$ cat src/rtl/miniscope_pkg.sv
// rtl/miniscope_pkg.sv - shared types and widths for the miniscope frame logger.
package miniscope_pkg;

    localparam int TS_W    = 32;
    localparam int IDX_W   = 32;
    localparam int ENTRY_W = TS_W + IDX_W;

    typedef enum logic [0:0] {
        S_IDLE = 1'b0,
        S_LOG  = 1'b1
    } state_t;

    typedef struct packed {
        logic [IDX_W-1:0] frame_idx;
        logic [TS_W-1:0]  timestamp;
    } log_entry_t;

endpackage

$ cat src/rtl/frame_log_fifo.sv
// rtl/frame_log_fifo.sv - synchronous show-ahead FIFO of frame log entries.
module frame_log_fifo
    import miniscope_pkg::*;
#(
    parameter int DEPTH = 16
) (
    input  logic                     clk,
    input  logic                     reset,
    input  logic                     push,
    input  log_entry_t               push_data,
    input  logic                     pop,
    output log_entry_t               head,
    output logic                     full,
    output logic                     empty,
    output logic [$clog2(DEPTH):0]   level
);

    localparam int AW = $clog2(DEPTH);

    log_entry_t     mem [DEPTH];
    logic [AW-1:0]  wr_ptr;
    logic [AW-1:0]  rd_ptr;
    logic [AW:0]    count;
    logic           pop_ok;
    logic           push_ok;

    assign empty   = (count == '0);
    assign full    = (count == (AW+1)'(DEPTH));
    assign level   = count;
    assign pop_ok  = pop & ~empty;
    // A full FIFO still accepts a write when the head leaves in the same cycle.
    assign push_ok = push & (~full | pop_ok);

    always_ff @(posedge clk) begin
        if (reset) begin
            wr_ptr <= '0;
            rd_ptr <= '0;
            count  <= '0;
        end else begin
            if (push_ok) wr_ptr <= wr_ptr + AW'(1);
            if (pop_ok)  rd_ptr <= rd_ptr + AW'(1);
            count <= count + (AW+1)'(push_ok) - (AW+1)'(pop_ok);
        end
    end

    always_ff @(posedge clk) begin
        if (push_ok) mem[wr_ptr] <= push_data;
    end

    assign head = empty ? '0 : mem[rd_ptr];

endmodule

$ cat src/rtl/miniscope_frame_logger.sv
// rtl/miniscope_frame_logger.sv - timestamps miniscope frame strobes into a log FIFO.
// Optional frame-gap timeout enabled by defining MINISCOPE_FRAME_TIMEOUT_EN.
module miniscope_frame_logger
    import miniscope_pkg::*;
#(
    parameter int FIFO_DEPTH     = 16,
    parameter int TIMEOUT_CYCLES = 5000000
) (
    input  logic                          clk,
    input  logic                          reset,
    input  logic                          enable,
    input  logic                          miniscope_sync,
    input  logic                          rd_en,
    output logic [ENTRY_W-1:0]            rd_data,
    output logic                          rd_valid,
    output logic [$clog2(FIFO_DEPTH):0]   fifo_level,
    output logic                          overflow,
    output logic                          timeout
);

    state_t             state;
    state_t             state_next;
    logic               logging;
    logic               session_start;
    logic               sync_s0;
    logic               sync_s1;
    logic               sync_s2;
    logic               frame_edge;
    logic               push;
    logic               full;
    logic               empty;
    logic [TS_W-1:0]    timestamp;
    logic [IDX_W-1:0]   frame_idx;
    log_entry_t         push_data;
    log_entry_t         head;

    always_ff @(posedge clk) begin
        if (reset) state <= S_IDLE;
        else       state <= state_next;
    end

    always_comb begin
        state_next = state;
        case (state)
            S_IDLE:  if (enable)  state_next = S_LOG;
            S_LOG:   if (!enable) state_next = S_IDLE;
            default: state_next = S_IDLE;
        endcase
    end

    always_comb begin
        logging       = (state == S_LOG);
        session_start = (state == S_IDLE) && enable;
    end

    // sync_s0/s1 resynchronise the strobe; sync_s2 is the delayed copy for edge detect.
    always_ff @(posedge clk) begin
        if (reset) begin
            sync_s0 <= 1'b0;
            sync_s1 <= 1'b0;
            sync_s2 <= 1'b0;
        end else begin
            sync_s0 <= miniscope_sync;
            sync_s1 <= sync_s0;
            sync_s2 <= sync_s1;
        end
    end

    assign frame_edge          = sync_s1 & ~sync_s2;
    assign push                = logging & frame_edge;
    assign push_data.frame_idx = frame_idx;
    assign push_data.timestamp = timestamp;

    always_ff @(posedge clk) begin
        if (reset || session_start) begin
            timestamp <= '0;
            frame_idx <= '0;
            overflow  <= 1'b0;
        end else if (logging) begin
            if (timestamp != '1) timestamp <= timestamp + TS_W'(1);
            // The index advances even for dropped frames so readers can see the hole.
            if (frame_edge)      frame_idx <= frame_idx + IDX_W'(1);
            if (push && full && !rd_en) overflow <= 1'b1;
        end
    end

`ifdef MINISCOPE_FRAME_TIMEOUT_EN
    localparam logic [31:0] TIMEOUT_LIM = 32'(TIMEOUT_CYCLES);

    logic [31:0] gap_cnt;
    logic        timeout_r;

    always_ff @(posedge clk) begin
        if (reset || session_start) begin
            gap_cnt   <= '0;
            timeout_r <= 1'b0;
        end else begin
            if (gap_cnt >= TIMEOUT_LIM) timeout_r <= 1'b1;
            if (logging) begin
                if (frame_edge)          gap_cnt <= '0;
                else if (gap_cnt != '1)  gap_cnt <= gap_cnt + 32'd1;
            end
        end
    end

    assign timeout = timeout_r;
`else
    assign timeout = 1'b0;
`endif

    frame_log_fifo #(
        .DEPTH (FIFO_DEPTH)
    ) u_fifo (
        .clk       (clk),
        .reset     (reset),
        .push      (push),
        .push_data (push_data),
        .pop       (rd_en),
        .head      (head),
        .full      (full),
        .empty     (empty),
        .level     (fifo_level)
    );

    assign rd_data  = head;
    assign rd_valid = ~empty;

endmodule

$ cat config.mk
export PLATFORM = sky130hd
export DESIGN_NAME = miniscope_frame_logger
export DESIGN_NICKNAME = d
export VERILOG_FILES = /design/src/rtl/miniscope_pkg.sv /design/src/rtl/frame_log_fifo.sv /design/src/rtl/miniscope_frame_logger.sv
export SDC_FILE = /design/constraint.sdc
export NUM_CORES = 1
export LEC_CHECK = 0
export CAP_MARGIN = 20
export CORE_MARGIN = 5
export CORE_UTILIZATION = 56
export CTS_BUF_LIST = sky130_fd_sc_hd__clkbuf_16
export DETAILED_ROUTE_END_ITERATION = 10
export PLACE_DENSITY_LB_ADDON = 0.3
export SYNTH_ARGS = -nofsm -noshare
export SYNTH_HDL_FRONTEND = slang
export SYNTH_SLANG_ARGS = --single-unit
$ cat constraint.sdc
create_clock -name clk -period 6.7 [get_ports clk]
set_input_delay 1.005 -clock clk [delete_from_list [all_inputs] [get_ports clk]]
set_output_delay 1.005 -clock clk [all_outputs]
set_load 0.01 [all_outputs]
# Word-level counts from Yosys, hierarchy flattened
# Memories as Yosys holds them, arrays and structs flattened. A register that Yosys moved wholly into a read port is not among the register bits.
# Index checks and enable logic that the tools add are counted.
[op_classes]
add_sub_neg = 6
n_eq_ne = 2
n_mux = 6
bitwise_logic = 9
n_reduce_logical = 9
[ops]
columns = ["op", "count"]
rows = [
  ["$add 32x1->32 const B", 2],
  ["$mux 64", 1],
  ["$ne 32x32->1 const B", 1],
  ["$add 4x1->4 const B", 2],
  ["$mux 4", 2],
  ["$reduce_and 2->1", 3],
  ["$add 5x1->5", 1],
  ["$eq 5x5->1 const B", 1],
  ["$logic_not 5->1", 1],
  ["$sub 5x1->5", 1],
  ["$and 1x1->1", 4],
  ["$not 1->1", 4],
  ["$logic_and 1x1->1", 3],
  ["$mux 1", 3],
  ["$logic_not 1->1", 1],
  ["$logic_or 1x1->1", 1],
  ["$or 1x1->1", 1],
]
[totals]
regBits = 82
output_inout_bits = 72
elab_cells = 43
ramBits = 1024
n_memories = 1
[memory_table]
columns = ["name", "words", "word_bits", "rd", "rd_ports_with_merged_regs", "write_ports", "line", "source"]
rows = [
  ["u_fifo.mem", 16, 64, 1, 1, 1, "frame_log_fifo.sv:20", "log_entry_t mem [DEPTH];"],
]

# Depth between registers and ports, before layout
# Gate-level depths: netlist of the first run.
[depth]
word_depth = 7
ltp_mapped = 13
depth_no_buf = 12

# Cells and area by module
# From an unflattened synthesis of the first run, not the netlist that was laid out.
[unflattened]
cells_unflattened = 2061
hier_area_um2 = 42842.3
[modules_own_cells]
columns = ["mod", "area_per_inst_um2", "n_inst", "seq_area_each_um2", "cells_per_inst"]
rows = [
  ["frame_log_fifo", 39621.8, 1, 31089.8, 1690],
  ["miniscope_frame_logger", 3220.6, 1, 1381.3, 371],
]

# Least setup slack after synthesis of the first run
# OpenSTA, ideal clock, no wires.
[synth_timing]
path_type = "input-to-reg"
startpoint = "input port rd_en"
endpoint = "memory u_fifo.mem[3][0] (netlist bit) (enable)"
setup_slack_ns = 0.041
arrival_ns = 6.095
stages = 4
path_buffers = 0
required_ns = 6.136
path_cell_list = "inv_1 > a31oi_1 > nand2_1 > nor3_1"
[synth_via]
elab_chain_len = 5
[synth_lines]
columns = ["element", "line", "source"]
rows = [
  ["start, declared", "miniscope_frame_logger.sv:13", "input logic rd_en,"],
  ["$and 1x1->1", "frame_log_fifo.sv:30", "assign pop_ok = pop & ~empty;"],
  ["$or 1x1->1", "frame_log_fifo.sv:32", "assign push_ok = push & (~full | pop_ok);"],
  ["$and 1x1->1", "frame_log_fifo.sv:32", ""],
  ["$mux 1", "frame_log_fifo.sv:47", "if (push_ok) mem[wr_ptr] <= push_data;"],
  ["$mux 1 (not written as such)", "frame_log_fifo.sv:47", ""],
  ["end, declared", "frame_log_fifo.sv:20", ""],
]
# No other way between the ends.

==> results of run 1 <==
==> power by group through the flow <==
| stage | registers (µW) | logic, µW | clock network [µW] |
|---|---|---|---|
| floorplan | 7660 | 2210 | 0 |
| global placement | 7710 | 3180 | 0 |
| detailed placement | 7710 | 3210 | 0 |
| CTS | 7570 | 3230 | 6000 |
| global route | 7570 | 3390 | 6320 |
| finish | 7560 | 3130 | 5910 |
==> worst min-delay path, delay by kind of cell, from the launching register on <==
family          cells  cell delay, ps
buf+inv             1              50
compound gates      1              50
flops               1             310
==> cells by family after synthesis <==
family                   Yosys count  share of synthesized area (%)
AND/OR/NAND/NOR                  298                           3.74
other                              1                        0.00876
flip-flops                      1110                           75.9
buffers and inverters            114                           1.10
adder cells (fa/ha/maj)           14                          0.427
XOR/XNOR                          53                           1.08
multiplexers                     322                           16.9
AO/OA/AOI/OAI                     57                          0.906
==> cells in the mapped netlist, drive strengths merged, types with 15 or more instances <==
| cell | count | area [µm²] |
|---|---|---|
| a21oi | 21 | 105 |
| and2 | 68 | 425 |
| buf | 36 | 176 |
| clkbuf | 63 | 236 |
| dfxtp | 86 | 1720 |
| edfxtp | 1024 | 30700 |
| inv | 15 | 56.3 |
| mux4 | 320 | 7210 |
| nand2 | 37 | 139 |
| nand3 | 19 | 95.1 |
| nand4 | 33 | 213 |
| nor2 | 87 | 327 |
| xnor2 | 21 | 184 |
| xor2 | 32 | 280 |
==> metrics by stage <==
stage | utilization [%] | worst slack [ps] | cells | total power [µW]
2_1_floorplan | - | 40.6 | 1969 | 9860
3_3_place_gp | 59.3 | 2340 | 2960 | 10900
3_5_place_dp | 59.3 | 2230 | 2962 | 10900
4_1_cts | 64.0 | 1700 | 3164 | 16800
5_1_grt | 64.0 | 1560 | 3167 | 17300
6_report | 64.1 | 1820 | 3168 | 16600
==> state kept, by name, indices dropped and copies added (netlist names), named ones only <==
name,count
sync_s1,1
sync_s2,1
frame_idx,32
u_fifo.rd_ptr,4
sync_s0,1
timestamp,32
u_fifo.wr_ptr,4
overflow,1
u_fifo.level,5
logging,1
u_fifo.mem,1024
==> cell type report <==
cell class | count | area, µm²
multi-input cells | 745 | 9980
inverters | 15 | 56.3
repair buffers | 117 | 1300
fillers | 4893 | 27300
clock buffers | 113 | 2830
well taps | 978 | 1220
diodes | 1 | 2.50
flip-flops and latches | 1110 | 32500
clock inverters | 89 | 687
==> per-layer routing <==
| metal | up-vias | global-route usage (%) |
|---|---|---|
| met4 | 0 | 5.04 |
| met5 | - | 0 |
| met1 | 10700 | 30.2 |
| met2 | 722 | 37.7 |
| li1 | 8456 | - |
| met3 | 130 | 3.73 |
==> worst paths after layout <==
kind | end | startpoint | depth (start not counted)
setup / recovery | rd_data[5] | flip-flop | 5
hold / removal | overflow | overflow | 2
setup reg to reg | u_fifo.mem[14][38] | logging | 5
hold reg to reg | overflow | overflow | 2
==> metrics.csv, run 1 <==
stage,metric,value,unit
final_layout,Final Cell Area,48600,µm²
critical_path,"Slowest-stage cell, CP",dfxtp_4,
cts,CTS Root Cell,clkbuf_16,
floorplan,core area,75800,µm²
route,Detail Route met3 WL,5460,µm
cts,latest clock arrival within the worst-skew pair,670,ps
route,initial drt markers,2006,
logic_synthesis,number of flops mapped to enable cells by yosys,1024,
critical_path,crit-path leading delay family,multiplexers,
global_route,number of global-route vias before repair,20900,
global_route,initial antenna violation count,1,
final_layout,"commonest non-fill, non-tap cell in the layout",edfxtp_1,
pwr,Internal Power,12700,µW
critical_path,crit path DAT,3870,ps
timing,Slew HR,24.9,%
placement,routability congestion estimate,0.768,
route,DRC errors left,0,
timing,RSZ-0062 raised after global routing,no,
floorplan,die height,286,µm
critical_path,crit-path cells,"buf_12, mux4_2, mux4_2, and2_1, clkdlybuf4s50_1",
timing,Fin Setup TNS,0,ps
timing,slew of the pin with the lowest slew margin,1130,ps
cts,clock sink count,1110,
timing,Max Clock Skew,24.2,ps
final_layout,nets,2116,
critical_path,"setup slack, reg-to-reg",2660,ps
cts,H-tree levels,3,
critical_path,CP bufs+invs,2,
pwr,Peak VDD IR,0.262,mV
status,status,"complete, no violations",
route,vias per cell,6.32,
logic_synthesis,Synthesized Nets,1988,
route,first-pass detailed-route iteration total,5,
route,post-DR wirelength/cell,28.0,µm
pwr,part of the power in registers,45.6,%
critical_path,type of the worst setup path,flip-flop to primary output,
final_layout,most frequent cells in the layout,"1024 x edfxtp_1, 320 x mux4_2, 113 x clkbuf_16, 82 x dfxtp_1",
pwr,switching power,3890,µW
timing,WHS,454,ps
pwr,clock group share of total power,35.6,%
route,met2 wire length,46500,µm
critical_path,worst path required time,5690,ps
logic_synthesis,post-synthesis sequential area ratio,75.9,%
logic_synthesis,Yosys reg bits,1110,
timing,period utilization,72.8,%
route,Metal-1 WL,34800,µm
floorplan,Initial Util,56.5,%
global_route,Tot GR Track Use,22.0,%
global_route,remaining global-route overflow,0,
final_layout,Area Overhead vs Synth,13.5,%
cts,Clock transition at path regs,60,ps
floorplan,Die W,286,µm
global_route,global-route wire length before repair,134000,µm
floorplan,Ports,77,
pwr,combinational fraction of design power,18.9,%
timing,fin crit period,4880,ps
cts,CTS tree,done,
cts,post_cts resized,0,
critical_path,"slowest stage delay, CP",770,ps
logic_synthesis,post-synthesis cell area,42800,µm²
placement,PortBufs,75,
cts,CTS Hold Buffers Added,0,
timing,Final Max Tran Viols,0,
floorplan,num rows,101,
final_layout,share of post-route cells with drive strength above 1,25.1,%
global_route,largest net degree at the start of global routing,115,
route,ANT nets after route,0,
cts,CTS buffer count,108,
cts,# Post-CTS Setup Buffers,0,
logic_synthesis,synth unique cells,55,
critical_path,CP Launch Type,flip-flop,
critical_path,CP dominant cell by count,mux4_2,
critical_path,Crit Path Max Fanout,68,
pwr,PD cells,342,nW/µm²
critical_path,crit path capture type,primary output,
timing,Max Freq,205,MHz
logic_synthesis,"Avg Cell Area, Syn",21.7,µm²
logic_synthesis,post-synthesis cell count,1969,
logic_synthesis,synth warn,0,
route,total number of vias,20000,
pwr,leakage power,0.0151,µW
timing,Fin. Hold Viols,0,
logic_synthesis,ys flop type,edfxtp_1,
logic_synthesis,asr flop ratio synth,0,%
run,number of max-cap violations,0,
floorplan,total die area,82100,µm²
placement,detailed placement HPWL,45400,µm
min_path,hold crit path type,flip-flop to flip-flop,
route,final WL,88700,µm
placement,placed cell area,45000,µm²
timing,Setup Viol. Count Final,0,
cts,Clock Tree Buf Depth,3,
pwr,Net Sw Frac,23.5,%
route,DR top layer,met4,
(Power assumes the default switching activity.)
==> run 2: changes to the inputs <==
CORE_UTILIZATION = 62   (was 56)
clock period = 4.5 ns   (was 6.7 ns; I/O delays follow)
==> run 2 against run 1 <==
Against the previous run: cell count down 1.2%; clock skew decreased by 1.9 ps; setup slack worse by 1500 ps; final area decreased by 0.49%; via count increased by 3.2%; sequential cell count stayed put; total power increased by 47%; die area fell by 9.3%; routed wire length grew 5.5%; clock-buffer cell count decreased by 7; clock power increased by 39%; critical endpoint is now rd_data[2].
==> metrics.csv, run 2 (synthesis results as in run 1) <==
stage,metric,value,unit,change
final_layout,number of diodes,0,,-1
placement,Place WS,990,ps,-1240 ps
route,initial drt markers,2212,,+10%
critical_path,crit path DAT,3470,ps,-400 ps
placement,placed cell area,45100,µm²,+0.31%
placement,routability congestion estimate,0.784,,+2.1%
placement,dpl cells,2938,,-0.81%
final_layout,share of post-route cells with drive strength above 1,25.4,%,+0.31 points
final_layout,max FFs per register,1024,,unchanged
critical_path,crit path capture type,primary output,,
route,final WL,93600,µm,+5.5%
final_layout,Layout Cells excl Fill,3129,,-1.2%
route,total number of vias,20700,,+3.2%
timing,RSZ-0062 raised after global routing,no,,
global_route,largest net degree at the start of global routing,58,,-50%
final_layout,final core occ,70.5,%,+6.4 points
timing,Setup Viol. Count Final,0,,unchanged
critical_path,CP Launch Type,flip-flop,,
placement,detailed placement HPWL,47400,µm,+4.5%
timing,slew of the pin with the lowest slew margin,1090,ps,-37.1 ps
pwr,leakage power,0.0150,µW,-0.51%
timing,Max Clock Skew,22.4,ps,-1.87 ps
cts,CTS buffer count,104,,-3.7%
cts,# Post-CTS Setup Buffers,0,,unchanged
critical_path,crit-path leading delay family,buffers and inverters,,
critical_path,type of the worst setup path,flip-flop to primary output,,
critical_path,CP bufs+invs,2,,unchanged
timing,Slew HR,27.2,%,+2.2 points
floorplan,Ports,77,,unchanged
final_layout,Area Overhead vs Synth,12.9,%,
timing,fin crit period,4150,ps,
cts,Clock Tree Buf Depth,3,,unchanged
run,number of max-cap violations,0,,unchanged
final_layout,Final Cell Area,48300,µm²,-0.49%
route,first-pass detailed-route iteration total,5,,unchanged
critical_path,"Slowest-stage cell, CP",dfxtp_4,,
floorplan,die height,273,µm,-4.8%
final_layout,Top reg by flops,u_fifo.mem,,
final_layout,"commonest non-fill, non-tap cell in the layout",edfxtp_1,,
route,DRC errors left,0,,unchanged
critical_path,crit-path cells,"buf_12, mux4_2, mux4_2, and2_1, clkdlybuf4s50_1",,
critical_path,"slowest stage delay, CP",820,ps,+50 ps
pwr,Peak VDD IR,0.437,mV,+67%
route,ANT nets after route,0,,unchanged
cts,latest clock arrival within the worst-skew pair,660,ps,about the same
floorplan,Initial Util,62.4,%,+6.0 points
status,status,"complete, no violations",,
cts,CTS Hold Buffers Added,0,,unchanged
timing,WHS,451,ps,-3.40 ps
route,post-DR wirelength/cell,29.9,µm,+6.8%
critical_path,worst path required time,3830,ps,-1860 ps
cts,H-tree levels,3,,unchanged
cts,post_cts resized,0,,unchanged
timing,Fin. Hold Viols,0,,unchanged
global_route,Tot GR Track Use,25.7,%,+3.7 points
timing,Final Max Tran Viols,0,,unchanged
cts,CTS Root Cell,clkbuf_16,,
min_path,hold crit path type,flip-flop to flip-flop,,
global_route,remaining global-route overflow,0,,unchanged
floorplan,Die W,273,µm,-4.8%
global_route,number of global-route vias before repair,21800,,+4.5%
timing,final setup margin,353,ps,-1470 ps
final_layout,Regs by FF count,"u_fifo.mem (1024), frame_idx (32), timestamp (32)",,
floorplan,num rows,96,,-5.0%
placement,PortBufs,75,,unchanged
route,vias per cell,6.61,,+4.5%
cts,Clock transition at path regs,60,ps,about the same
timing,period utilization,92.2,%,
global_route,global-route wire length before repair,141000,µm,+5.1%
critical_path,Crit Path Max Fanout,51,,-25%
pwr,PD cells,504,nW/µm²,+47%
timing,Max Freq,241,MHz,
global_route,initial antenna violation count,1,,unchanged
critical_path,CP dominant cell by count,mux4_2,,
cts,CTS tree,done,,
floorplan,total die area,74400,µm²,-9.3%
final_layout,most frequent cells in the layout,"1024 x edfxtp_1, 320 x mux4_2, 106 x clkbuf_16, 82 x dfxtp_1",,
final_layout,nets,2133,,+0.80%
cts,clock sink count,1110,,unchanged
floorplan,core area,68600,µm²,-9.5%
run 2: worst paths after layout:
path / startpoint / depth (start not counted) / end / slack [ps]
worst max register to register: u_fifo.level[2] / 12 / u_fifo.level[4] / 1210
worst min-delay path: overflow / 2 / overflow / 450
worst max-delay path: flip-flop / 5 / rd_data[2] / 350
worst min register to register: overflow / 2 / overflow / 450
run 2: final cells by class:
cell class | count | area [µm²]
tap | 931 | 1160
clock inverter | 84 | 537
timing repair buffer | 138 | 1420
multi-input combinational | 745 | 10000
sequential | 1110 | 32500
clock buffer | 106 | 2650
inverter | 15 | 56.3
fill | 3914 | 20300
run 2: per-stage QoR:
| step | power, µW | TNS [ps] |
|---|---|---|
| 6_report | 24400 | 0 |
| 5_1_grt | 25300 | 0 |
| 4_1_cts | 24600 | 0 |
| 3_5_place_dp | 16400 | 0 |
| 3_3_place_gp | 16300 | 0 |
| 2_1_floorplan | 14700 | -87660 |
run 2: worst min-delay path: stages (launching register included):
cell and delay, ps:
dfxtp_1 310, inv_1 50, a21oi_1 50
run 2: layer usage:
| metal | GRT usage (%) | vias up | routed length (µm) |
|---|---|---|---|
| met2 | 44.1 | 1015 | 49200 |
| li1 | - | 8467 | - |
| met3 | 3.66 | 174 | 6670 |
| met4 | 7.47 | 0 | 2800 |
| met1 | 35.3 | 11000 | 34900 |
| met5 | 0 | - | 0 |
run 2: where the power goes:
part           leakage, µW  internal (µW)  total (µW)  switching (µW)
clock              0.00165           4590        8220            3630
combinational      0.00316           2790        4890            2110
sequential          0.0102          11100       11200             105
==> run 3: changes to the inputs <==
CORE_ASPECT_RATIO = 2   (was unset)
==> run 3 against run 2 <==
Against the previous run: die area increased by 0.43%; critical path depth did not move; combinational power fell by 1%; final area is 0.36% lower; largest cell class unchanged.
==> metrics.csv, run 3 (synthesis results as in run 1) <==
stage,metric,value,unit,change
final_layout,"commonest non-fill, non-tap cell in the layout",edfxtp_1,,
placement,PortBufs,75,,unchanged
floorplan,num rows,136,,+42%
cts,post_cts resized,0,,unchanged
route,initial drt markers,2337,,+5.7%
timing,slew of the pin with the lowest slew margin,1030,ps,-58.2 ps
min_path,Hold Crit Start,overflow,,
final_layout,Regs by FF count,"u_fifo.mem (1024), frame_idx (32), timestamp (32)",,
route,total number of vias,20500,,-1.1%
cts,CTS Root Cell,clkbuf_16,,
route,post-DR wirelength/cell,31.2,µm,+4.4%
final_layout,share of post-route cells with drive strength above 1,25.1,%,-0.26 points
pwr,leakage power,0.0148,µW,-1.1%
cts,CTS Hold Buffers Added,0,,unchanged
timing,Max Clock Skew,22.9,ps,+0.521 ps
cts,CTS tree,done,,
cts,Clock Tree Buf Depth,3,,unchanged
critical_path,worst path required time,3830,ps,about the same
timing,fin crit period,4190,ps,+45.6 ps
timing,Fin. Hold Viols,0,,unchanged
min_path,hold crit path type,flip-flop to flip-flop,,
run,number of max-cap violations,0,,unchanged
timing,RSZ-0062 raised after global routing,no,,
route,DRC errors left,0,,unchanged
timing,WHS,459,ps,+7.95 ps
global_route,global-route wire length before repair,142000,µm,+0.41%
global_route,remaining global-route overflow,0,,unchanged
cts,clock sink count,1110,,unchanged
floorplan,Ports,77,,unchanged
final_layout,nets,2113,,-0.94%
critical_path,type of the worst setup path,flip-flop to primary output,,
cts,CTS buffer count,86,,-17%
timing,period utilization,93.2,%,+1.0 points
critical_path,crit path capture type,primary output,,
final_layout,Area Overhead vs Synth,12.5,%,
critical_path,RR Endpoint,u_fifo.level[4],,
timing,Max Freq,238,MHz,-1.1%
status,status,"complete, no violations",,
cts,Clock transition at path regs,70,ps,about the same
floorplan,Die W,196,µm,-28%
floorplan,core area,68600,µm²,about the same
min_path,hold-critical path depth,2,,unchanged
floorplan,Initial Util,62.4,%,about the same
route,final WL,95400,µm,+2.0%
cts,H-tree levels,3,,unchanged
final_layout,max FFs per register,1024,,unchanged
timing,Setup Viol. Count Final,0,,unchanged
floorplan,die height,382,µm,+40%
pwr,Peak VDD IR,0.527,mV,+21%
global_route,largest net degree at the start of global routing,61,,+5.2%
placement,detailed placement HPWL,51400,µm,+8.4%
final_layout,number of diodes,0,,unchanged
route,first-pass detailed-route iteration total,7,,+2
final_layout,Top reg by flops,u_fifo.mem,,
global_route,initial antenna violation count,1,,unchanged
critical_path,Crit Path Max Fanout,60,,+18%
floorplan,total die area,74700,µm²,+0.43%
timing,Slew HR,31.0,%,+3.8 points
timing,Final Max Tran Viols,0,,unchanged
critical_path,CP Launch Type,flip-flop,,
route,ANT nets after route,0,,unchanged
min_path,hold path endpoint,overflow,,
route,vias per cell,6.69,,+1.2%
final_layout,most frequent cells in the layout,"1024 x edfxtp_1, 320 x mux4_2, 89 x clkbuf_16, 82 x dfxtp_1",,
critical_path,Worst Reg-to-Reg Cells,12,,unchanged
critical_path,crit path DAT,3520,ps,+50 ps
critical_path,"setup slack, reg-to-reg",1150,ps,-60 ps
placement,routability congestion estimate,0.803,,+2.4%
critical_path,worst r2r src,u_fifo.level[3],,
global_route,number of global-route vias before repair,21300,,-2.3%
pwr,PD cells,497,nW/µm²,-1.5%
pwr,Pwr Total,23900,µW,-1.8%
global_route,Tot GR Track Use,26.0,%,+0.35 points
cts,# Post-CTS Setup Buffers,0,,unchanged
cts,latest clock arrival within the worst-skew pair,660,ps,about the same
## run 3: cell types whose count changed in the layout (fill, tap and decap cells not counted), sizes merged
cell,before,now
inv,36,28
bufinv,6,13
clkinv,54,34
clkinvlp,3,6
clkbuf,106,89
buf,63,61
## run 3: worst max-delay path, stage by stage, from the launching register on
cell             delay [ps]
dfxtp_4                 550
buf_12                  420
mux4_2                  620
mux4_2                  510
and2_1                  180
clkdlybuf4s50_1         500
## run 3: worst max-delay path by stage
stage	startpoint	end	slack, ps	depth (start not counted)
4_1_cts	flip-flop	rd_data[18]	220	5
5_1_grt	flip-flop	rd_data[18]	130	5
3_3_place_gp	flip-flop	rd_data[26]	1000	5
6_report	flip-flop	rd_data[18]	310	5
3_5_place_dp	flip-flop	rd_data[18]	940	5
2_1_floorplan	u_fifo.level[2]	u_fifo.mem[7][0]	-240	6
## run 3: cell type report
type	count	area, µm²
Sequential cell	1110	32500
Fill cell	3876	20400
Multi-Input combinational cell	745	10000
Clock buffer	89	2230
Timing Repair Buffer	136	1580
Tap cell	897	1120
Clock inverter	66	673
Inverter	15	56.3
## run 3: metrics by stage
stage          utilization [%]  worst slack, ps  instances  instance area [µm²]  TNS (ps)
2_1_floorplan                -             -237       1969                42800    -87660
3_3_place_gp              66.0             1000       2903                45300         0
3_5_place_dp              66.0              937       2903                45300         0
4_1_cts                   70.2              215       3058                48200         0
5_1_grt                   70.2              127       3058                48200         0
6_report                  70.2              307       3058                48200         0
## run 3: routing by layer
metal	global-route usage [%]	vias to the layer above	share of wire, %
li1	-	8414	-
met1	33.9	10900	35
met2	46.3	983	55
met3	3.61	145	6.8
met4	7.85	0	2.7
met5	0	-	0
## run 3: power by group
part / total (µW) / internal [µW] / switching, µW / leakage, µW
sequential: 11300 / 11100 / 118 / 0.0102
clock: 7830 / 4350 / 3480 / 0.00146
combinational: 4830 / 2770 / 2060 / 0.00319
